[config.mk]
export PLATFORM = sky130hd
export DESIGN_NAME = if_stage_flat
export DESIGN_NICKNAME = d
export VERILOG_FILES = /design/src/rtl/if_stage_if.sv /design/src/rtl/if_stage.sv /design/src/flat_wrapper.sv
export SDC_FILE = /design/constraint.sdc
export NUM_CORES = 1
export LEC_CHECK = 0
export BUFFER_PORTS_ARGS = -buffer_cell sky130_fd_sc_hd__buf_2
export CORE_ASPECT_RATIO = 0.5
export CORE_MARGIN = 2
export CORE_UTILIZATION = 51
export CTS_CLUSTER_SIZE = 30
export DETAILED_ROUTE_END_ITERATION = 8
export GPL_TIMING_DRIVEN = 0
export MAX_ROUTING_LAYER = met4
export PLACE_DENSITY = 0.76
export SETUP_SLACK_MARGIN = 0.1
export SYNTH_ARGS = -nofsm -noshare
export SYNTH_HDL_FRONTEND = slang
export SYNTH_SLANG_ARGS = --single-unit
[constraint.sdc]
create_clock -name clk_i -period 5.1 [get_ports clk_i]
set_clock_uncertainty 0.2 [all_clocks]
set_input_delay 0.765 -clock clk_i [delete_from_list [all_inputs] [get_ports clk_i]]
set_output_delay 0.765 -clock clk_i [all_outputs]
set_load 0.01 [all_outputs]
[src/rtl/if_stage_if.sv]
// Instruction memory bus between the fetch stage (master) and instruction memory (slave).
interface if_stage_if;
  logic        instr_req;
  logic [31:0] instr_addr;
  logic        instr_gnt;
  logic        instr_rvalid;
  logic [31:0] instr_rdata;

  modport master (
    output instr_req,
    output instr_addr,
    input  instr_gnt,
    input  instr_rvalid,
    input  instr_rdata
  );

  modport slave (
    input  instr_req,
    input  instr_addr,
    output instr_gnt,
    output instr_rvalid,
    output instr_rdata
  );
endinterface

[src/rtl/if_stage.sv]
// Instruction fetch stage: single-outstanding memory fetch, prefetch FIFO,
// IF/ID pipeline register and redirect handling.
//
// state | meaning
// IDLE  | prefetch FIFO full, no request outstanding
// REQ   | request raised, waiting for gnt
// WAIT  | request granted, waiting for rvalid
module if_stage #(
  parameter logic [31:0] BOOT_ADDR  = 32'h0000_0000,
  parameter int unsigned FIFO_DEPTH = 2,
  parameter logic [31:0] NOP_INSTR  = 32'h0000_0013
) (
  input  logic        clk_i,
  input  logic        rst_ni,
  if_stage_if.master  instr_bus,
  input  logic [1:0]  pc_mux_i,
  input  logic [31:0] jal_addr_i,
  input  logic [31:0] branch_addr_i,
  input  logic        id_ready_i,
  output logic        instr_valid_o,
  output logic [31:0] instr_rdata_o,
  output logic [31:0] pc_id_o
);
  localparam int unsigned PTR_W        = $clog2(FIFO_DEPTH);
  localparam logic [31:0] BOOT_ALIGNED = {BOOT_ADDR[31:2], 2'b00};
  localparam logic [PTR_W:0] DEPTH_CNT = (PTR_W + 1)'(FIFO_DEPTH);
  localparam logic [1:0] PC_NEXT   = 2'd0;
  localparam logic [1:0] PC_JAL    = 2'd1;
  localparam logic [1:0] PC_BRANCH = 2'd2;
  localparam logic [1:0] PC_BOOT   = 2'd3;

  typedef enum logic [1:0] {IDLE, REQ, WAIT} state_e;

  state_e            state_q, state_d;
  logic [31:0]       fetch_addr_q, fetch_addr_d;
  logic [31:0]       req_pc_q, req_pc_d;
  logic              discard_q, discard_d;
  // lock_q: a redirect arrived while the request was still ungranted, so the
  // bus keeps presenting the old address (held in req_pc_q) until gnt.
  logic              lock_q, lock_d;

  logic [31:0]       fifo_instr_q [FIFO_DEPTH];
  logic [31:0]       fifo_pc_q    [FIFO_DEPTH];
  logic [PTR_W-1:0]  wptr_q, rptr_q;
  logic [PTR_W:0]    count_q, count_after;

  logic              redirect, granted, resp, push, pop, wr_en, rd_en;
  logic              fifo_empty, fifo_valid;
  logic [31:0]       target, head_instr, head_pc;

  assign redirect   = (pc_mux_i != PC_NEXT);
  assign instr_bus.instr_req  = (state_q == REQ);
  assign instr_bus.instr_addr = lock_q ? req_pc_q : fetch_addr_q;
  assign granted    = instr_bus.instr_req && instr_bus.instr_gnt;
  assign resp       = (state_q == WAIT) && instr_bus.instr_rvalid;
  assign push       = resp && !discard_q && !redirect;
  assign fifo_empty = (count_q == '0);
  assign fifo_valid = !fifo_empty || push;
  assign head_instr = fifo_empty ? instr_bus.instr_rdata : fifo_instr_q[rptr_q];
  assign head_pc    = fifo_empty ? req_pc_q : fifo_pc_q[rptr_q];
  assign pop        = id_ready_i && fifo_valid && !redirect;
  assign wr_en      = push && !(fifo_empty && pop);
  assign rd_en      = pop && !fifo_empty;
  assign count_after = count_q + {{PTR_W{1'b0}}, wr_en} - {{PTR_W{1'b0}}, rd_en};

  // Redirect target selection, always word aligned.
  always_comb begin
    target = fetch_addr_q;
    case (pc_mux_i)
      PC_JAL:    target = jal_addr_i;
      PC_BRANCH: target = branch_addr_i;
      PC_BOOT:   target = BOOT_ALIGNED;
      default:   target = fetch_addr_q;
    endcase
    target[1:0] = 2'b00;
  end

  // Fetch FSM next state and fetch/discard bookkeeping.
  always_comb begin
    state_d      = state_q;
    fetch_addr_d = fetch_addr_q;
    req_pc_d     = req_pc_q;
    discard_d    = discard_q;
    lock_d       = lock_q;
    case (state_q)
      IDLE: begin
        if (redirect) begin
          fetch_addr_d = target;
          state_d      = REQ;
        end else if (count_q < DEPTH_CNT) begin
          state_d = REQ;
        end
      end
      REQ: begin
        if (granted) begin
          state_d = WAIT;
          lock_d  = 1'b0;
          if (redirect) begin
            fetch_addr_d = target;
            discard_d    = 1'b1;
          end else if (!lock_q) begin
            req_pc_d     = fetch_addr_q;
            fetch_addr_d = fetch_addr_q + 32'd4;
          end
        end else if (redirect) begin
          fetch_addr_d = target;
          discard_d    = 1'b1;
          if (!lock_q) begin
            req_pc_d = fetch_addr_q;
            lock_d   = 1'b1;
          end
        end
      end
      WAIT: begin
        if (instr_bus.instr_rvalid) begin
          discard_d = 1'b0;
          if (redirect) begin
            fetch_addr_d = target;
            state_d      = REQ;
          end else begin
            state_d = (count_after < DEPTH_CNT) ? REQ : IDLE;
          end
        end else if (redirect) begin
          fetch_addr_d = target;
          discard_d    = 1'b1;
        end
      end
      default: state_d = IDLE;
    endcase
  end

  // Fetch FSM and address registers.
  always_ff @(posedge clk_i or negedge rst_ni) begin
    if (!rst_ni) begin
      state_q      <= IDLE;
      fetch_addr_q <= BOOT_ALIGNED;
      req_pc_q     <= BOOT_ALIGNED;
      discard_q    <= 1'b0;
      lock_q       <= 1'b0;
    end else begin
      state_q      <= state_d;
      fetch_addr_q <= fetch_addr_d;
      req_pc_q     <= req_pc_d;
      discard_q    <= discard_d;
      lock_q       <= lock_d;
    end
  end

  // Prefetch FIFO pointers and occupancy; a redirect empties it.
  always_ff @(posedge clk_i or negedge rst_ni) begin
    if (!rst_ni) begin
      wptr_q  <= '0;
      rptr_q  <= '0;
      count_q <= '0;
    end else if (redirect) begin
      wptr_q  <= '0;
      rptr_q  <= '0;
      count_q <= '0;
    end else begin
      if (wr_en) wptr_q <= wptr_q + 1'b1;
      if (rd_en) rptr_q <= rptr_q + 1'b1;
      count_q <= count_after;
    end
  end

  // Prefetch FIFO storage; contents are only meaningful below count_q.
  always_ff @(posedge clk_i) begin
    if (wr_en) begin
      fifo_instr_q[wptr_q] <= instr_bus.instr_rdata;
      fifo_pc_q[wptr_q]    <= req_pc_q;
    end
  end

  // IF/ID register: NOP bubble on redirect or empty FIFO, hold while decode stalls.
  always_ff @(posedge clk_i or negedge rst_ni) begin
    if (!rst_ni) begin
      instr_valid_o <= 1'b0;
      instr_rdata_o <= NOP_INSTR;
      pc_id_o       <= 32'h0;
    end else if (redirect) begin
      instr_valid_o <= 1'b0;
      instr_rdata_o <= NOP_INSTR;
    end else if (id_ready_i) begin
      if (fifo_valid) begin
        instr_valid_o <= 1'b1;
        instr_rdata_o <= head_instr;
        pc_id_o       <= head_pc;
      end else begin
        instr_valid_o <= 1'b0;
        instr_rdata_o <= NOP_INSTR;
      end
    end
  end
endmodule

[src/flat_wrapper.sv]
// flat-port wrapper written by rule: the top's interface ports become plain ports
module if_stage_flat 
#(
  parameter logic [31:0] BOOT_ADDR  = 32'h0000_0000,
  parameter int unsigned FIFO_DEPTH = 2,
  parameter logic [31:0] NOP_INSTR  = 32'h0000_0013
)
  (clk_i, rst_ni, pc_mux_i, jal_addr_i, branch_addr_i, id_ready_i, instr_valid_o, instr_rdata_o, pc_id_o, instr_bus_instr_req, instr_bus_instr_addr, instr_bus_instr_gnt, instr_bus_instr_rvalid, instr_bus_instr_rdata);
  if_stage_if instr_bus_i ();
  input  logic clk_i;
  input  logic rst_ni;
  input  logic [1:0] pc_mux_i;
  input  logic [31:0] jal_addr_i;
  input  logic [31:0] branch_addr_i;
  input  logic id_ready_i;
  output logic instr_valid_o;
  output logic [31:0] instr_rdata_o;
  output logic [31:0] pc_id_o;
  output wire logic [$bits(instr_bus_i.instr_req)-1:0] instr_bus_instr_req;
  output wire logic [$bits(instr_bus_i.instr_addr)-1:0] instr_bus_instr_addr;
  input wire logic [$bits(instr_bus_i.instr_gnt)-1:0] instr_bus_instr_gnt;
  input wire logic [$bits(instr_bus_i.instr_rvalid)-1:0] instr_bus_instr_rvalid;
  input wire logic [$bits(instr_bus_i.instr_rdata)-1:0] instr_bus_instr_rdata;
  assign instr_bus_instr_req = instr_bus_i.instr_req;
  assign instr_bus_instr_addr = instr_bus_i.instr_addr;
  assign instr_bus_i.instr_gnt = instr_bus_instr_gnt;
  assign instr_bus_i.instr_rvalid = instr_bus_instr_rvalid;
  assign instr_bus_i.instr_rdata = instr_bus_instr_rdata;
  if_stage #(.BOOT_ADDR(BOOT_ADDR), .FIFO_DEPTH(FIFO_DEPTH), .NOP_INSTR(NOP_INSTR)) u_core (.clk_i(clk_i), .rst_ni(rst_ni), .instr_bus(instr_bus_i), .pc_mux_i(pc_mux_i), .jal_addr_i(jal_addr_i), .branch_addr_i(branch_addr_i), .id_ready_i(id_ready_i), .instr_valid_o(instr_valid_o), .instr_rdata_o(instr_rdata_o), .pc_id_o(pc_id_o));
endmodule
==> flow_metrics.py, run 1 <==
metrics = {
    "status": {
        "status": "finished clean",
    },
    "synthesis": {
        "ys_seq_elements": 265,
        "yosys.area.top_type": "edfxtp_1",
        "synth_edf_count": 128,
        "synth-compound-area-share_pct": 13.2,
        "ys.warnings.count": 0,
        "avgSynthCellArea_um2": 12.7,
        "synth-simple-area-share_pct": 8.80,
        "synthesis.nets": 1031,
        "synth_top_area_share_pct": 32.9,
        "synth_top_family_by_area": "compound AO/OA/AOI/OAI gates",
        "synth.mux.area_fraction_pct": 11.6,
        "dominantRegCellSynth": "dfrtp_1",
        "syn_inst": 919,
        "yosys.area_share.adder_pct": 0.962,
        "synth_area_leaders": "edfxtp_1 33%, dfrtp_1 29%, mux2i_1 5.8%, mux2_2 5.8%, a221o_1 3.4%",
        "ys_async_sr_fraction_pct": 51.7,
        "yosysUniqueCellTypes": 61,
        "synth_xor_area_share_pct": 0.225,
        "syn_area_um2": 11700,
        "synth_seq_area_share_pct": 62.2,
    },
    "sta": {
        "fin_crit_ps": 3480,
        "fin_setup_tns_ps": 0,
        "setup_viol": 0,
        "maxSlewHeadroom_pct": 36.1,
        "max_freq_ghz": 0.288,
        "hold_ws_ps": 246,
        "drv_slew": 0,
        "rsz0062_at_grt": "false",
        "worst_pin_slew_ps": 958,
        "timing.final.crit_share_pct": 68.2,
        "hold_viol": 0,
    },
    "finish": {
        "fin_area_um2": 13900,
        "multiInputGateArea_um2": 4080,
        "area_growth_pct": 19.2,
        "drive_above_1_share_pct": 27.5,
        "layout.area.seq_um2": 7280,
        "fill_cells": 1790,
        "utilization_pct": 61.4,
        "num_antenna_cells": 0,
        "final_nets": 1257,
    },
    "cts": {
        "htreeDepth": 1,
        "cts_tree": "yes",
        "cts.sinks": 265,
        "clkTransAtPathRegs_ps": 70,
        "cts_root_buf": "clkbuf_16",
        "cts_hold_buf": 1,
        "clockBufferDepth": 3,
        "numCtsBuffers": 24,
        "post_cts_buffers": 0,
        "clock_latency_ps": 520,
        "cts-resized-gates": 0,
    },
    "job": {
        "cap_viol_max_count": 0,
    },
    "floorplanning": {
        "design.die.area_um2": 24200,
        "row_count": 39,
        "ios": 201,
        "die_h_um": 111,
        "start_util_pct": 51.6,
        "core_um2": 22700,
        "die_width_um": 218,
    },
    "routing": {
        "ant_nets": 0,
        "wl_per_cell_um": 21.2,
        "finalWirelength_mm": 31.1,
        "dr.pass1.iters": 7,
        "vias": 8721,
        "viasPerCell": 5.93,
        "drtIter0Drc": 1093,
        "remaining_drc_errors": 0,
    },
    "setup_path": {
        "worstPathArrival_ps": 3670,
        "startpoint_type": "input pin",
        "end_kind": "flip-flop",
        "crit_type": "in -> reg",
        "critPathMaxFanout": 11,
        "worst_ep_required_time_ps": 5290,
    },
    "pwr": {
        "power.leakage_nw": 5.72,
        "power_density_nw_per_um2": 441,
        "vdd_ir_drop_max_mv": 0.279,
    },
    "grt": {
        "track_usage_pct": 26.1,
        "grt_max_degree": 96,
        "grt_pass1_vias": 8585,
        "antenna_found_initial": 0,
        "grt_pass1_wl_mm": 48.0,
        "grt_overflow_total": 0,
    },
    "place": {
        "placed_area_um2": 13100,
        "port_buffers": 196,
        "routabilityCongestion": 0.944,
        "hpwl_mm": 21.8,
    },
    "worst_hold_path": {
        "hp-class": "in -> reg",
    },
}
-- Yosys cell counts, types with 6 or more instances --
cell type / n
edfxtp_1: 128
a22oi_1: 12
ha_1: 9
o21ai_0: 53
o2bb2ai_1: 6
buf_2: 8
clkbuf_1: 41
inv_1: 19
a22o_1: 8
mux2_2: 60
buf_1: 7
a31oi_1: 8
nor3_1: 30
mux2i_1: 68
o22a_1: 6
nand4_1: 7
and2_1: 6
a221o_1: 40
a21oi_1: 49
nand2_1: 55
nor2_1: 67
nand3_1: 15
and4_1: 6
dfrtp_1: 134
-- placed cells by master (no fill, tap or decap), types with 8 or more instances in the layout --
cell	n
buf_2	203
dfrtp_1	134
edfxtp_1	128
mux2i_1	68
nor2_1	67
mux2_2	60
nand2_1	55
o21ai_0	53
clkbuf_1	51
a21oi_1	49
a221o_1	40
nor3_1	30
clkbuf_16	25
inv_1	19
nand3_1	15
a22oi_1	12
ha_1	9
a31oi_1	8
a22o_1	8
-- area by class of cell --
type                            instances  area share [%]
Sequential cell                       265            52.2
Multi-Input combinational cell        572            29.2
Timing Repair Buffer                  200            7.64
Clock buffer                           37            4.95
Tap cell                              307            2.76
Buffer                                 62            2.02
Clock inverter                          7           0.655
Inverter                               20           0.539
-- stage by stage --
stage | instances | setup slack (ps) | total power, mW
finish | 1470 | 1620 | 6.15
global route | 1470 | 1470 | 6.40
CTS | 1470 | 1680 | 6.15
detailed placement | 1425 | 1140 | 4.34
global placement | 1422 | -187 | 4.28
floorplan | 919 | 1230 | 3.71
-- report_power, final --
group	internal [mW]	leakage (nW)	switching (mW)
Combinational	0.651	2.39	0.765
Sequential	2.55	2.96	0.369
Clock	1.04	0.379	0.771
-- kinds of logic (layout without fill, tap and decap cells) --
kind of cell,after synthesis,count (layout)
flip-flops,265,265
AO/OA/AOI/OAI,218,218
AND/OR/NAND/NOR,214,214
multiplexers,128,128
buffers and inverters,82,326
adder cells (fa/ha/maj),9,9
XOR/XNOR,3,3
-- worst max-delay path, cell delays in order --
cell and delay (ps):
buf_2 150, or2_1 280, clkinv_1 210, clkbuf_1 560
ha_1 280, a31o_2 170, clkbuf_1 420, clkbuf_1 420
o21ai_0 160, a31oi_1 150, o21ai_0 100
-- flip-flops by register name, indices dropped and copies added, names as in the netlist --
signal and count:
u_core.count_q 2, u_core.discard_q 1, u_core.fetch_addr_q 32, u_core.fifo_instr_q 64
u_core.fifo_pc_q 64, u_core.instr_rdata_o 32, u_core.instr_valid_o 1, u_core.lock_q 1
u_core.pc_id_o 32, u_core.req_pc_q 32, u_core.rptr_q 1, u_core.state_q 2
u_core.wptr_q 1
-- per-layer routing --
metal	share of wire, %	up-vias	track usage (%)
met5	0	-	-
met4	1.6	0	5.35
met3	5.9	50	3.32
met2	48	326	40.7
met1	45	4391	37.2
li1	-	3954	-
-- final timing paths --
path,cells after the start,startpoint,slack (ps),endpoint
max reg2reg,13,u_core.count_q[1]$_DFF_PN0_,1750,u_core.state_q[0]$_DFFE_PN0P_
min reg2reg,2,u_core.instr_rdata_o[22]$_DFFE_PN0P_,280,u_core.instr_rdata_o[22]$_DFFE_PN0P_
max,11,pc_mux_i[1],1620,u_core.fetch_addr_q[30]$_DFFE_PN0P_
max in group asynchronous,3,rst_ni,3280,u_core.fetch_addr_q[9]$_DFFE_PN0P_
min,1,instr_bus_instr_rdata[16],250,u_core.fifo_instr_q[1][16]$_DFFE_PP_
min in group asynchronous,2,rst_ni,550,u_core.instr_rdata_o[12]$_DFFE_PN0P_
(Power assumes the default switching activity.)
==> inputs of run 2 (changes only) <==
CORE_UTILIZATION = 56   (was 51)
PLACE_DENSITY = 0.8   (was 0.76)
clock period = 3.3 ns   (was 5.1 ns; I/O delays follow)
==> run 2 against run 1 <==
Against the previous run:
- clock power up 64%
- register-to-register slack worse by 1500 ps
- hold slack worse by 230 ps
- cell count about the same
- critical path type is now reg -> out
- largest power group unchanged
- highest routed layer unchanged
==> flow_metrics.py, run 2 (synthesis results as in run 1) <==
metrics = {
    "floorplanning": {
        "die_h_um": 106,
        "core_um2": 20500,
        "row_count": 37,
        "start_util_pct": 57.0,
        "ios": 201,
        "design.die.area_um2": 22100,
        "die_width_um": 208,
    },
    "cts": {
        "numCtsBuffers": 24,
        "htreeDepth": 1,
        "cts_root_buf": "clkbuf_16",
        "cts.sinks": 265,
        "cts_tree": "yes",
        "clkTransAtPathRegs_ps": 60,
        "clock_latency_ps": 520,
        "clockBufferDepth": 3,
    },
    "routing": {
        "ant_nets": 0,
        "finalWirelength_mm": 32.0,
        "wl_per_cell_um": 21.8,
        "remaining_drc_errors": 0,
        "viasPerCell": 6.12,
        "dr.pass1.iters": 6,
        "vias": 8997,
        "drtIter0Drc": 1020,
    },
    "finish": {
        "mostFrequentLayoutCells": "203 x buf_2, 134 x dfrtp_1, 128 x edfxtp_1",
        "instances_no_fill": 1469,
        "top_regs": "u_core.fifo_instr_q (64), u_core.fifo_pc_q (64)",
        "drive_above_1_share_pct": 27.6,
        "utilization_pct": 69.8,
        "layout_commonest_cell": "buf_2",
        "final_nets": 1289,
        "fin_area_um2": 14300,
        "area_growth_pct": 22.4,
    },
    "worst_hold_path": {
        "hp-class": "in -> reg",
        "holdPathStages": 1,
        "min_from": "instr_bus_instr_rdata[17]",
    },
    "setup_path": {
        "crit_cells": 4,
        "crit_top_cell": "clkbuf_1",
        "path_cells": "clkbuf_1, clkbuf_1, mux2_2, buf_2",
        "startpoint_type": "flip-flop",
        "cpMaxStageDelayCell": "clkbuf_1",
        "timing.rr.start": "u_core.count_q[1]$_DFF_PN0_",
        "worst_ep_required_time_ps": 2600,
        "startpoint": "u_core.lock_q$_DFFE_PN0P_",
        "crit_type": "reg -> out",
        "r2r_cells": 13,
        "slowest_delay_ps": 440,
        "worstPathBufferInverterCount": 3,
        "cp_top_family": "buffers and inverters",
        "worstPathArrival_ps": 2340,
        "critPathMaxFanout": 10,
        "end_kind": "primary output",
    },
    "sta": {
        "drv_slew": 0,
        "worst_pin_slew_ps": 844,
        "maxSlewHeadroom_pct": 43.7,
        "worst_slack_ps": 268,
        "hold_ws_ps": 11.3,
        "fin_setup_tns_ps": 0,
        "timing.final.crit_share_pct": 91.9,
        "fin_crit_ps": 3030,
        "rsz0062_at_grt": "true",
        "max_freq_ghz": 0.330,
        "hold_viol": 0,
        "setup_viol": 0,
    },
    "place": {
        "port_buffers": 196,
        "placed_area_um2": 13100,
        "routabilityCongestion": 0.949,
        "hpwl_mm": 21.8,
        "numPlacedInstances": 1392,
        "dp_slack_ps": -399,
    },
    "grt": {
        "track_usage_pct": 29.7,
        "grt_pass1_wl_mm": 49.5,
        "grt_overflow_total": 0,
        "antenna_found_initial": 1,
        "grt_max_degree": 88,
        "grt_pass1_vias": 9002,
    },
    "pwr": {
        "vdd_ir_drop_max_mv": 0.337,
        "power_density_nw_per_um2": 678,
        "power.leakage_nw": 5.91,
        "fin_total_pwr_mw": 9.71,
    },
    "status": {
        "status": "finished clean",
    },
    "job": {
        "cap_viol_max_count": 0,
    },
}
==> run 2: cell types whose count changed in the layout (fill, tap and decap cells not counted), sizes merged <==
cell / change
clkbuf: -7
inv: +1
diode: +1
nor2b: +1
bufinv: +2
dlygate4sd3: +31
buf: +2
clkinv: +2
==> run 2: power by group <==
part           internal (mW)  total, mW  switching (mW)
Sequential              3.94       4.52           0.572
Combinational           1.03       2.23            1.20
Clock                   1.75       2.96            1.21
==> run 2: what timing repair did <==
action | CTS | global route
endpoints found under the hold margin | 107 | 0
resized for setup | 2 | 9
setup buffers | 0 | 0
setup endpoints to repair | 2 | 63
gates cloned | 0 | 1
hold buffers | 32 | 0
==> run 2: layout make-up <==
type	count	area, um2
antenna	1	2.50
buffer	61	285
clock buffer	32	672
clock inverter	12	163
fill	1445	6190
inverter	20	75.1
multi-input combinational	573	4100
sequential	265	7280
tap	273	342
timing repair buffer	232	1410
==> run 2: path summary, 6_finish.rpt <==
check / to / slack (ps)
worst max-delay path: instr_bus_instr_addr[30] / 270
worst min-delay path: u_core.fifo_instr_q[0][17]$_DFFE_PP_ / 10
worst max register to register: u_core.state_q[0]$_DFFE_PN0P_ / 300
worst min register to register: u_core.pc_id_o[5]$_DFFE_PN0P_ / 270
max in group asynchronous: u_core.fetch_addr_q[21]$_DFFE_PN0P_ / 1770
min in group asynchronous: u_core.instr_rdata_o[9]$_DFFE_PN0P_ / 310
==> run 2: layer usage <==
metal / track usage [%] / vias to the layer above / part of all wire [%]
li1: - / 4022 / -
met1: 41.6 / 4412 / 43
met2: 45.9 / 487 / 46
met3: 3.99 / 76 / 8.1
met4: 9.35 / 0 / 2.8
met5: - / - / 0
